$ cat src/rtl/lsc_counter_n.sv
// Parametrised 161-style binary counter: up/down, programmable terminal value,
// synchronous clear/load and a combinational ripple carry for chaining stages.
module lsc_counter_n #(
  parameter int unsigned      WIDTH     = 8,
  parameter logic [WIDTH-1:0] RESET_VAL = '0
) (
  input  logic             CLK,
  input  logic             CLR_n,
  input  logic             SCLR_n,
  input  logic             LOAD_n,
  input  logic [WIDTH-1:0] D,
  input  logic             ENP,
  input  logic             ENT,
  input  logic             UP,
  input  logic [WIDTH-1:0] MAX,
  output logic [WIDTH-1:0] Q,
  output logic             TC,
  output logic             RCO
);

  logic [WIDTH-1:0] q_q;
  logic [WIDTH-1:0] q_d;
  logic             at_top;
  logic             at_zero;
  logic             count_en;

  // ">=" rather than "==" so an out-of-range value (from a load or a MAX
  // reduction) still flags terminal count and wraps on the next up step.
  assign at_top   = (q_q >= MAX);
  assign at_zero  = (q_q == '0);
  assign count_en = ENP & ENT;

  always_comb begin
    q_d = q_q;
    if (!SCLR_n) begin
      q_d = '0;
    end else if (!LOAD_n) begin
      q_d = D;
    end else if (count_en) begin
      if (UP) begin
        q_d = at_top ? '0 : q_q + WIDTH'(1);
      end else begin
        q_d = at_zero ? MAX : q_q - WIDTH'(1);
      end
    end
  end

  always_ff @(posedge CLK or negedge CLR_n) begin
    if (!CLR_n) begin
      q_q <= RESET_VAL;
    end else begin
      q_q <= q_d;
    end
  end

  // No register stage on RCO: the next stage must see it before the same edge.
  assign Q   = q_q;
  assign TC  = UP ? at_top : at_zero;
  assign RCO = ENT & TC;

endmodule

$ cat config.mk
export PLATFORM = sky130hd
export DESIGN_NAME = lsc_counter_n
export DESIGN_NICKNAME = d
export VERILOG_FILES = /design/src/rtl/lsc_counter_n.sv
export SDC_FILE = /design/constraint.sdc
export NUM_CORES = 1
export LEC_CHECK = 0
export BUFFER_PORTS_ARGS = -buffer_cell sky130_fd_sc_hd__buf_2
export CORE_MARGIN = 3
export CORE_UTILIZATION = 55
export DETAILED_ROUTE_END_ITERATION = 10
export GPL_ROUTABILITY_DRIVEN = 0
export PLACE_DENSITY = 0.84
export SLEW_MARGIN = 20
export SYNTH_ARGS = -nofsm -noshare
export SYNTH_HDL_FRONTEND = slang
export SYNTH_SLANG_ARGS = --single-unit
$ cat constraint.sdc
create_clock -name CLK -period 4.7 [get_ports CLK]
set_input_delay 0.705 -clock CLK [delete_from_list [all_inputs] [get_ports CLK]]
set_output_delay 0.705 -clock CLK [all_outputs]
set_load 0.03 [all_outputs]
==> impl_metrics.tcl, run 1 <==
set metrics [dict create \
    outcome "completed" \
    yosysMostFrequentCell "inv_1" \
    reg2reg_slack_ns 2.37 \
    drtPass1Iterations 4 \
    die_height_um 50.8 \
    p_per_area_mw_per_mm2 226 \
    grt.overflow.total 0 \
    max_slew_margin_pct 66.6 \
    insertion_delay_ns 0.27 \
    fp-row-count 15 \
    cts_hold_buf 0 \
    synth_nets 175 \
    postCtsSetupRepairBufs 0 \
    wl_mm 3.10 \
    synth_simple_gate_area_share_pct 23.8 \
    via_count 1216 \
    grt_usage_pct 26.7 \
    power.leakage_nw 0.615 \
    grt_pass1_wl_mm 5.29 \
    vias_per_cell 6.43 \
    grt_start_max_net_pins 20 \
    synth_cell_types 42 \
    path_cells "inv_1 -> ha_1 -> nor2b_1 -> o21ai_0 -> a21o_1 -> o21a_1 -> and2_1 -> buf_2" \
    drive_above_1_share_pct 22.6 \
    finClkSkew_ns 0.00239 \
    finalHoldViolCount 0 \
    crit_fanout 11 \
    start_util_pct 61.3 \
    synth_xor_area_share_pct 5.55 \
    ir_drop_mv 0.193 \
    slowest_delay_ns 0.55 \
    antenna_found_initial 0 \
    wl_per_cell_um 16.4 \
    cts_max_path_buffers 2 \
    finalWorstSetupSlack_ns 1.59 \
    synth-compound-area-share_pct 25.6 \
    largest_reg_flops 8 \
    dieWidth_um 50.8 \
    async_flop_share_pct 100 \
    synth_top_family_by_area "compound AO/OA/AOI/OAI gates" \
    cpMaxStageDelayCell "dfrtp_1" \
    synthTopCellsByCount "inv_1 (13), ha_1 (11), clkbuf_1 (9), nand2_1 (9)" \
    fin_util_pct 69.8 \
    worstPathArrival_ns 2.40 \
    route.detailed.drc 0 \
    syn_to_final_growth_pct 13.8 \
    path_clk_slew_ns 0.06 \
    synth.largest_area_cell "dfrtp_1" \
    cts_root_buf "clkbuf_4" \
    nets 200 \
    netlist.area_leader.share_pct 18.1 \
    synthTopCellsByArea "dfrtp_1 (18%), ha_1 (12%), xor2_1 (5.5%), mux2i_1 (4.5%), inv_1 (4.4%)" \
    ys.flop_type "dfrtp_1" \
    dpl_cell_area_sq_mm 0.00123 \
    tightestPinTransition_ns 0.489 \
    dp_slack_ns 1.73 \
    coreArea_sq_mm 0.00180 \
    drtIter0Drc 74 \
    dieArea_sq_mm 0.00258 \
    synthCells 141 \
    clock_sinks 8 \
    htree_levels 1 \
    seq_area_frac_synth_pct 18.1 \
    critPathLaunchType "register" \
    io_buffer_count 32 \
    endpoint_kind "output pin" \
    tritoncts "built" \
    hold_path_class "primary input to asynchronous set/reset pin" \
    final_max_slew_viol_count 0 \
    ant_nets 0 \
    timing.max_cap.violations 0 \
    critPathBufInv 2 \
    synth_area_sq_mm 0.00110 \
    setup_tns_ns 0 \
    synth_seq_cells 8 \
    synth_adder_area_share_pct 12.5 \
    synthMuxAreaShare_pct 4.53 \
    stdcell_area_sq_mm 0.00126 \
    period_needed_ns 3.11 \
    cts_buffers 3 \
    grt_pass1_vias 1106 \
    synth_edf_count 0 \
    fmax_mhz 322 \
    dp_hpwl_mm 2.29 \
    finalSetupViolations 0 \
    critPathKind "register to output pin" \
    crit_family "compound AO/OA/AOI/OAI gates" \
    rsz0062_at_grt "no" \
    syn_avg_cell_area_sq_um 7.84 \
    fin_crit_sh_pct 66.1 \
    synth-warning-count 0 \
    io_pins 33 \
    required_ns 3.99 \
    hold_ws_ns 0.278 \
    diodes 0 \
    cts.repair.resized 0 \
]
[path summary, 6_finish.rpt]
path	startpoint	to	cells after the start
max	Q[0]	RCO	8
min	CLR_n	Q[5]	1
max reg2reg	Q[2]	Q[2]	5
min reg2reg	Q[3]	Q[3]	1
max in group asynchronous	CLR_n	Q[3]	1
min in group CLK	Q[3]	Q[3]	1
[layout make-up]
class                      count  area [sq um]
sequential                     8           200
inverter                      13          48.8
tap                           25          31.3
multi-input combinational    108           795
clock buffer                   3          22.5
timing repair buffer          32           160
fill                         168           544
[stage by stage]
step	cells	power (mW)
after global placement	186	0.221
final	189	0.284
after floorplan	141	0.192
after global routing	189	0.304
after CTS	189	0.282
after detailed placement	186	0.226
[per-layer routing]
metal	GRT usage [%]	routed length, um	vias to the layer above	part of all wire (%)
met3	2.62	335	9	11
met4	9.87	68	0	2.2
met5	0	0	-	0
li1	-	-	564	-
met1	35.8	1180	563	38
met2	44.3	1520	80	49
[kinds of logic after synthesis]
group / Yosys count
fa+ha+maj: 11
xor+xnor: 7
compound gates: 38
simple gates: 47
mux: 5
flops: 8
buf+inv: 25
[placed cells by master (no fill, tap or decap), types with 7 or more instances in the layout]
cell type / n
nand2_1: 9
ha_1: 11
o21ai_0: 7
nand3_1: 8
inv_1: 13
buf_2: 32
xor2_1: 7
dfrtp_1: 8
[worst register-to-register path, stage by stage, from the launching register on]
cell and delay [ns]:
dfrtp_1 0.51, or4_4 0.64, nor3_4 0.46, mux2i_1 0.30
o221a_1 0.22, o2bb2ai_1 0.07
[report_power, final]
part	switching, mW	internal (mW)
Combinational	0.0812	0.0558
Clock	0.0272	0.0295
Sequential	0.0166	0.0743
Total	0.125	0.159
Note: power is estimated with default switching activity, not from simulation.
==> run 2, diff against run 1 <==
- ABC_AREA: not set -> 1
- CORE_UTILIZATION: 55 -> 48
- PLACE_DENSITY: 0.84 -> 0.77
- clock period: 4.7 -> 2.7 ns (I/O delays scaled with it)
==> run 2 against run 1 <==
Compared with the run above: flip-flop and latch count did not move; register-to-register slack got worse by 1.5 ns; sequential power rose by 65%; critical endpoint is now TC; highest routed layer unchanged.
==> impl_metrics.tcl, run 2 <==
set metrics [dict create \
    drive_above_1_share_pct 24.2 \
    setup_tns_ns 0 \
    dp_slack_ns 0.558 \
    drtPass1Iterations 4 \
    final_max_slew_viol_count 0 \
    ir_drop_mv 0.327 \
    switching_share_pct 47.6 \
    synth_cell_types 26 \
    switching_power_mw 0.281 \
    path_common_cell "nand2_1" \
    synth.largest_area_cell "nand2_1" \
    grt_pass1_vias 1155 \
    cp-startpoint "Q[0]" \
    grt_pass1_wl_mm 5.07 \
    cts_buffers 3 \
    p_per_area_mw_per_mm2 404 \
    path_cells "inv_1 -> ha_1 -> nand2_1 -> nand3_1 -> nand2_1 -> nand2_1 -> nand2_1 -> nand2_1 -> o21ai_0 -> inv_1 -> buf_2" \
    worstPathArrival_ns 2.01 \
    grt_usage_pct 19.4 \
    fin_crit_sh_pct 89.6 \
    finalWorstSetupSlack_ns 0.282 \
    cts_root_buf "clkbuf_4" \
    dp_hpwl_mm 2.49 \
    finalHoldViolCount 0 \
    synthTopCellsByCount "nand2_1 (72), nor2_1 (29), inv_1 (28)" \
    timing.max_cap.violations 0 \
    power.leakage_nw 0.911 \
    fmax_mhz 414 \
    period_needed_ns 2.42 \
    netlist.area_leader.share_pct 21.7 \
    pwr-share-seq_pct 25.4 \
    postCtsSetupRepairBufs 0 \
    hp-start "D[0]" \
    via_count 1355 \
    combPwrFrac_pct 59.1 \
    finalSetupViolations 0 \
    io_pins 33 \
    hold_ws_ns 0.467 \
    critPathLaunchType "register" \
    start_util_pct 53.2 \
    tightestPinTransition_ns 0.573 \
    insertion_delay_ns 0.26 \
    multi_input_area_sq_um 872 \
    slowest_delay_ns 0.42 \
    endpoint_kind "output pin" \
    nets 284 \
    ant_nets 0 \
    antenna_found_initial 0 \
    diodes 0 \
    ys.flop_type "dfrtp_1" \
    cts_max_path_buffers 2 \
    grt.overflow.total 0 \
    finClkSkew_ns 0.00891 \
    yosysMostFrequentCell "nand2_1" \
    syn_to_final_growth_pct 17.6 \
    p_int_mw 0.310 \
    synth_nets 246 \
    max_slew_margin_pct 61.6 \
    io_buffer_count 32 \
    cts.repair.resized 0 \
    htree_levels 1 \
    p_clk_share_pct 15.5 \
    regArea_sq_um 200 \
    synth_area_sq_mm 0.00124 \
    synth_edf_count 0 \
    synthTopCellsByArea "nand2_1 (22%), dfrtp_1 (16%), ha_1 (11%), nor2_1 (8.7%), inv_1 (8.4%)" \
    dieWidth_um 56.9 \
    rsz0062_at_grt "no" \
    final_common_cell "nand2_1" \
    largest_reg_flops 8 \
    async_flop_share_pct 100 \
    dieArea_sq_mm 0.00324 \
    seq_area_frac_synth_pct 16.1 \
    report.power.total_mw 0.591 \
    reg2reg_from "Q[0]" \
    crit_fanout 7 \
    path_clk_slew_ns 0.06 \
    synthCells 212 \
    cpMaxStageDelayCell "dfrtp_1" \
    required_ns 2.30 \
    vias_per_cell 4.91 \
    n_fill_cell 253 \
    wl_per_cell_um 11.0 \
    synth_seq_cells 8 \
    wl_mm 3.04 \
    drtIter0Drc 54 \
    coreArea_sq_mm 0.00234 \
    fp-row-count 17 \
    die_height_um 56.9 \
    clock_sinks 8 \
    critPathKind "register to output pin" \
    outcome "completed" \
    synth-warning-count 0 \
    tritoncts "built" \
    hold_path_class "primary input to register" \
    final_cell_mix "nand2_1 (72), buf_2 (32), nor2_1 (29)" \
    syn_avg_cell_area_sq_um 5.87 \
    grt_start_max_net_pins 15 \
    route.detailed.drc 0 \
]
run 2: kinds of logic after synthesis:
| kind of cell | synth area share [%] |
|---|---|
| buffers and inverters | 13.9 |
| AND/OR/NAND/NOR | 47.4 |
| adder cells (fa/ha/maj) | 11.1 |
| flip-flops | 16.1 |
| XOR/XNOR | 4.92 |
| AO/OA/AOI/OAI | 6.63 |
run 2: worst max-delay path, delay by kind of cell, from the launching register on:
kind / cells / cell delay, ns
flops: 1 / 0.42
buf+inv: 3 / 0.43
compound gates: 1 / 0.22
fa+ha+maj: 1 / 0.26
simple gates: 6 / 0.42
run 2: worst paths after layout:
kind / endpoint / slack [ns] / cells after the start
min reg2reg: Q[0] / 0.56 / 2
min: Q[0] / 0.47 / 5
max reg2reg: Q[1] / 0.87 / 13
max in group asynchronous: Q[5] / 2.00 / 2
min in group asynchronous: Q[0] / 0.52 / 2
max: TC / 0.28 / 11
run 2: per-stage QoR:
step | utilization, % | cells | instance area (sq um)
after floorplan | - | 212 | 1240
after global placement | 61.2 | 272 | 1430
after detailed placement | 61.2 | 272 | 1430
after CTS | 62.6 | 276 | 1460
after global routing | 62.6 | 276 | 1460
final | 62.6 | 276 | 1460
run 2: what timing repair did:
| action | in CTS | in global routing |
|---|---|---|
| hold buffers | 1 | 0 |
| setup endpoints to repair | 0 | 0 |
| endpoints found under the hold margin | 8 | 0 |
run 2: area by class of cell:
cell class	instances	share of cell area, %
clock buffers	3	1.54
flip-flops and latches	8	13.7
repair buffers	37	13.7
well taps	28	2.39
multi-input cells	165	59.6
inverters	35	9.15
run 2: per-layer routing:
layer	wire length, um	up-vias	global-route usage, %
met5	0	-	0
met4	46	0	8.28
met1	1410	579	27.4
met3	221	4	1.15
met2	1360	45	30.5
li1	-	727	-
run 2: power by group through the flow:
stage	sequential (mW)	clock [mW]	combinational, mW
floorplan	0.175	0	0.240
CTS	0.150	0.0941	0.351
finish	0.150	0.0917	0.350
detailed placement	0.152	0	0.348
global route	0.152	0.0952	0.394
global placement	0.152	0	0.348
==> run 3, diff against run 2 <==
- CORE_UTILIZATION: 48 -> 49
- CTS_BUF_LIST: not set -> sky130_fd_sc_hd__clkbuf_8
- PLACE_DENSITY: 0.77 -> 0.78
==> run 3 against run 2 <==
Compared with the run above: critical endpoint is now RCO; utilization is 1.6 points higher; clock power grew 52%; final area up 1.6%; first-iteration DRC count down 26%; clock skew fell by 0.0071 ns; largest power group unchanged.
==> impl_metrics.tcl, run 3 (same netlist as run 2, synthesis figures left out) <==
set metrics [dict create \
    ir_drop_mv 0.326 \
    reg2reg_slack_ns 0.85 \
    grt.overflow.total 0 \
    cts_root_buf "clkbuf_8" \
    pwr-share-seq_pct 22.2 \
    multi_input_area_sq_um 872 \
    drtPass1Iterations 4 \
    drtIter0Drc 40 \
    cts_max_path_buffers 2 \
    via_count 1381 \
    cts_hold_buf 0 \
    final_common_cell "nand2_1" \
    critPathLaunchType "register" \
    p_per_area_mw_per_mm2 436 \
    endpoint_kind "output pin" \
    ant_nets 0 \
    finalHoldViolCount 0 \
    start_util_pct 53.7 \
    dpl_cell_area_sq_mm 0.00145 \
    final_cell_mix "nand2_1 (72), buf_2 (32), nor2_1 (29)" \
    dp.cells 274 \
    postCtsSetupRepairBufs 0 \
    setup_tns_ns 0 \
    hold_path_class "primary input to asynchronous set/reset pin" \
    die_height_um 56.4 \
    crit_fanout 7 \
    vias_per_cell 4.99 \
    dp_hpwl_mm 2.59 \
    reg2reg_from "Q[0]" \
    finClkSkew_ns 0.00186 \
    period_needed_ns 2.51 \
    htree_levels 1 \
    clock_sinks 8 \
    p_int_mw 0.359 \
    power.leakage_nw 0.925 \
    diodes 0 \
    drive_above_1_share_pct 24.9 \
    cp-startpoint "Q[0]" \
    path_clk_slew_ns 0.04 \
    finalSetupViolations 0 \
    n_fill_cell 233 \
    final_max_slew_viol_count 0 \
    required_ns 2.30 \
    rsz0062_at_grt "no" \
    insertion_delay_ns 0.22 \
    antenna_found_initial 0 \
    timing.max_cap.violations 0 \
    grt_start_max_net_pins 15 \
    nets 285 \
    max_slew_margin_pct 62.0 \
    tightestPinTransition_ns 0.568 \
    largest_reg_flops 8 \
    critPathKind "register to output pin" \
    io_buffer_count 32 \
    wl_per_cell_um 11.4 \
    dieArea_sq_mm 0.00318 \
    wl_mm 3.15 \
    instances_no_fill 277 \
    grt_pass1_wl_mm 5.35 \
    switching_power_mw 0.290 \
    io_pins 33 \
    cts_buffers 3 \
    switching_share_pct 44.7 \
    fp-row-count 17 \
    p_clk_share_pct 21.5 \
    fmax_mhz 398 \
    dieWidth_um 56.4 \
    route.detailed.drc 0 \
    combPwrFrac_pct 56.3 \
    grt_usage_pct 20.6 \
    tritoncts "built" \
    regArea_sq_um 200 \
    grt_pass1_vias 1257 \
    outcome "completed" \
    coreArea_sq_mm 0.00232 \
    cts.repair.resized 0 \
    syn_to_final_growth_pct 19.5 \
    worstPathArrival_ns 2.11 \
    stdcell_area_sq_mm 0.00149 \
    fin_crit_sh_pct 93.0 \
]
[run 3: changes by cell type in the layout (fill, tap and decap cells not counted)]
cell and change:
clkbuf_4 -3, buf_4 +2, clkbuf_8 +3, dlygate4sd3_1 -1
[run 3: cell type report]
cell class / instances / area share [%]
Sequential cell: 8 / 13.5
Multi-Input combinational cell: 165 / 58.6
Tap cell: 28 / 2.35
Clock buffer: 3 / 2.78
Timing Repair Buffer: 38 / 13.8
Inverter: 35 / 9.00
[run 3: layer usage]
layer	track usage (%)	routed length [um]	vias up
li1	-	-	725
met1	28.9	1520	622
met2	33.1	1440	32
met3	0.920	177	2
met4	7.46	10	0
met5	0	0	-
[run 3: power by group through the flow]
stage / Clock, mW / Combinational, mW / Sequential, mW
finish: 0.139 / 0.366 / 0.144
global route: 0.149 / 0.409 / 0.145
CTS: 0.144 / 0.366 / 0.144
detailed placement: 0 / 0.364 / 0.145
global placement: 0 / 0.361 / 0.145
floorplan: 0 / 0.240 / 0.175
[run 3: worst max-delay path, stage by stage (launching register included)]
cell and delay, ns:
dfrtp_1 0.41, inv_1 0.21, ha_1 0.27, nand2_1 0.06, nand3_1 0.07, nand2_1 0.06
nand2_1 0.05, nand2_1 0.10, nand2_1 0.09, o21ai_0 0.32, nor2_1 0.07, buf_2 0.18
[run 3: metrics by stage]
step / hold WS, ns / util (%) / worst slack [ns] / power (mW)
floorplan: 0.109 / - / 0.407 / 0.415
global placement: 0.260 / 62.4 / 0.513 / 0.506
detailed placement: 0.262 / 62.4 / 0.460 / 0.509
CTS: 0.0244 / 64.2 / 0.211 / 0.653
global route: 0.0298 / 64.2 / 0.0557 / 0.704
finish: 0.0240 / 64.2 / 0.190 / 0.649
[run 3: worst paths after layout]
kind / to / depth (start not counted)
worst max-delay path: RCO / 11
worst min-delay path: Q[7] / 1
worst min register to register: Q[0] / 2
max in group asynchronous: Q[2] / 1
worst max register to register: Q[1] / 13
min in group CLK: Q[4] / 5
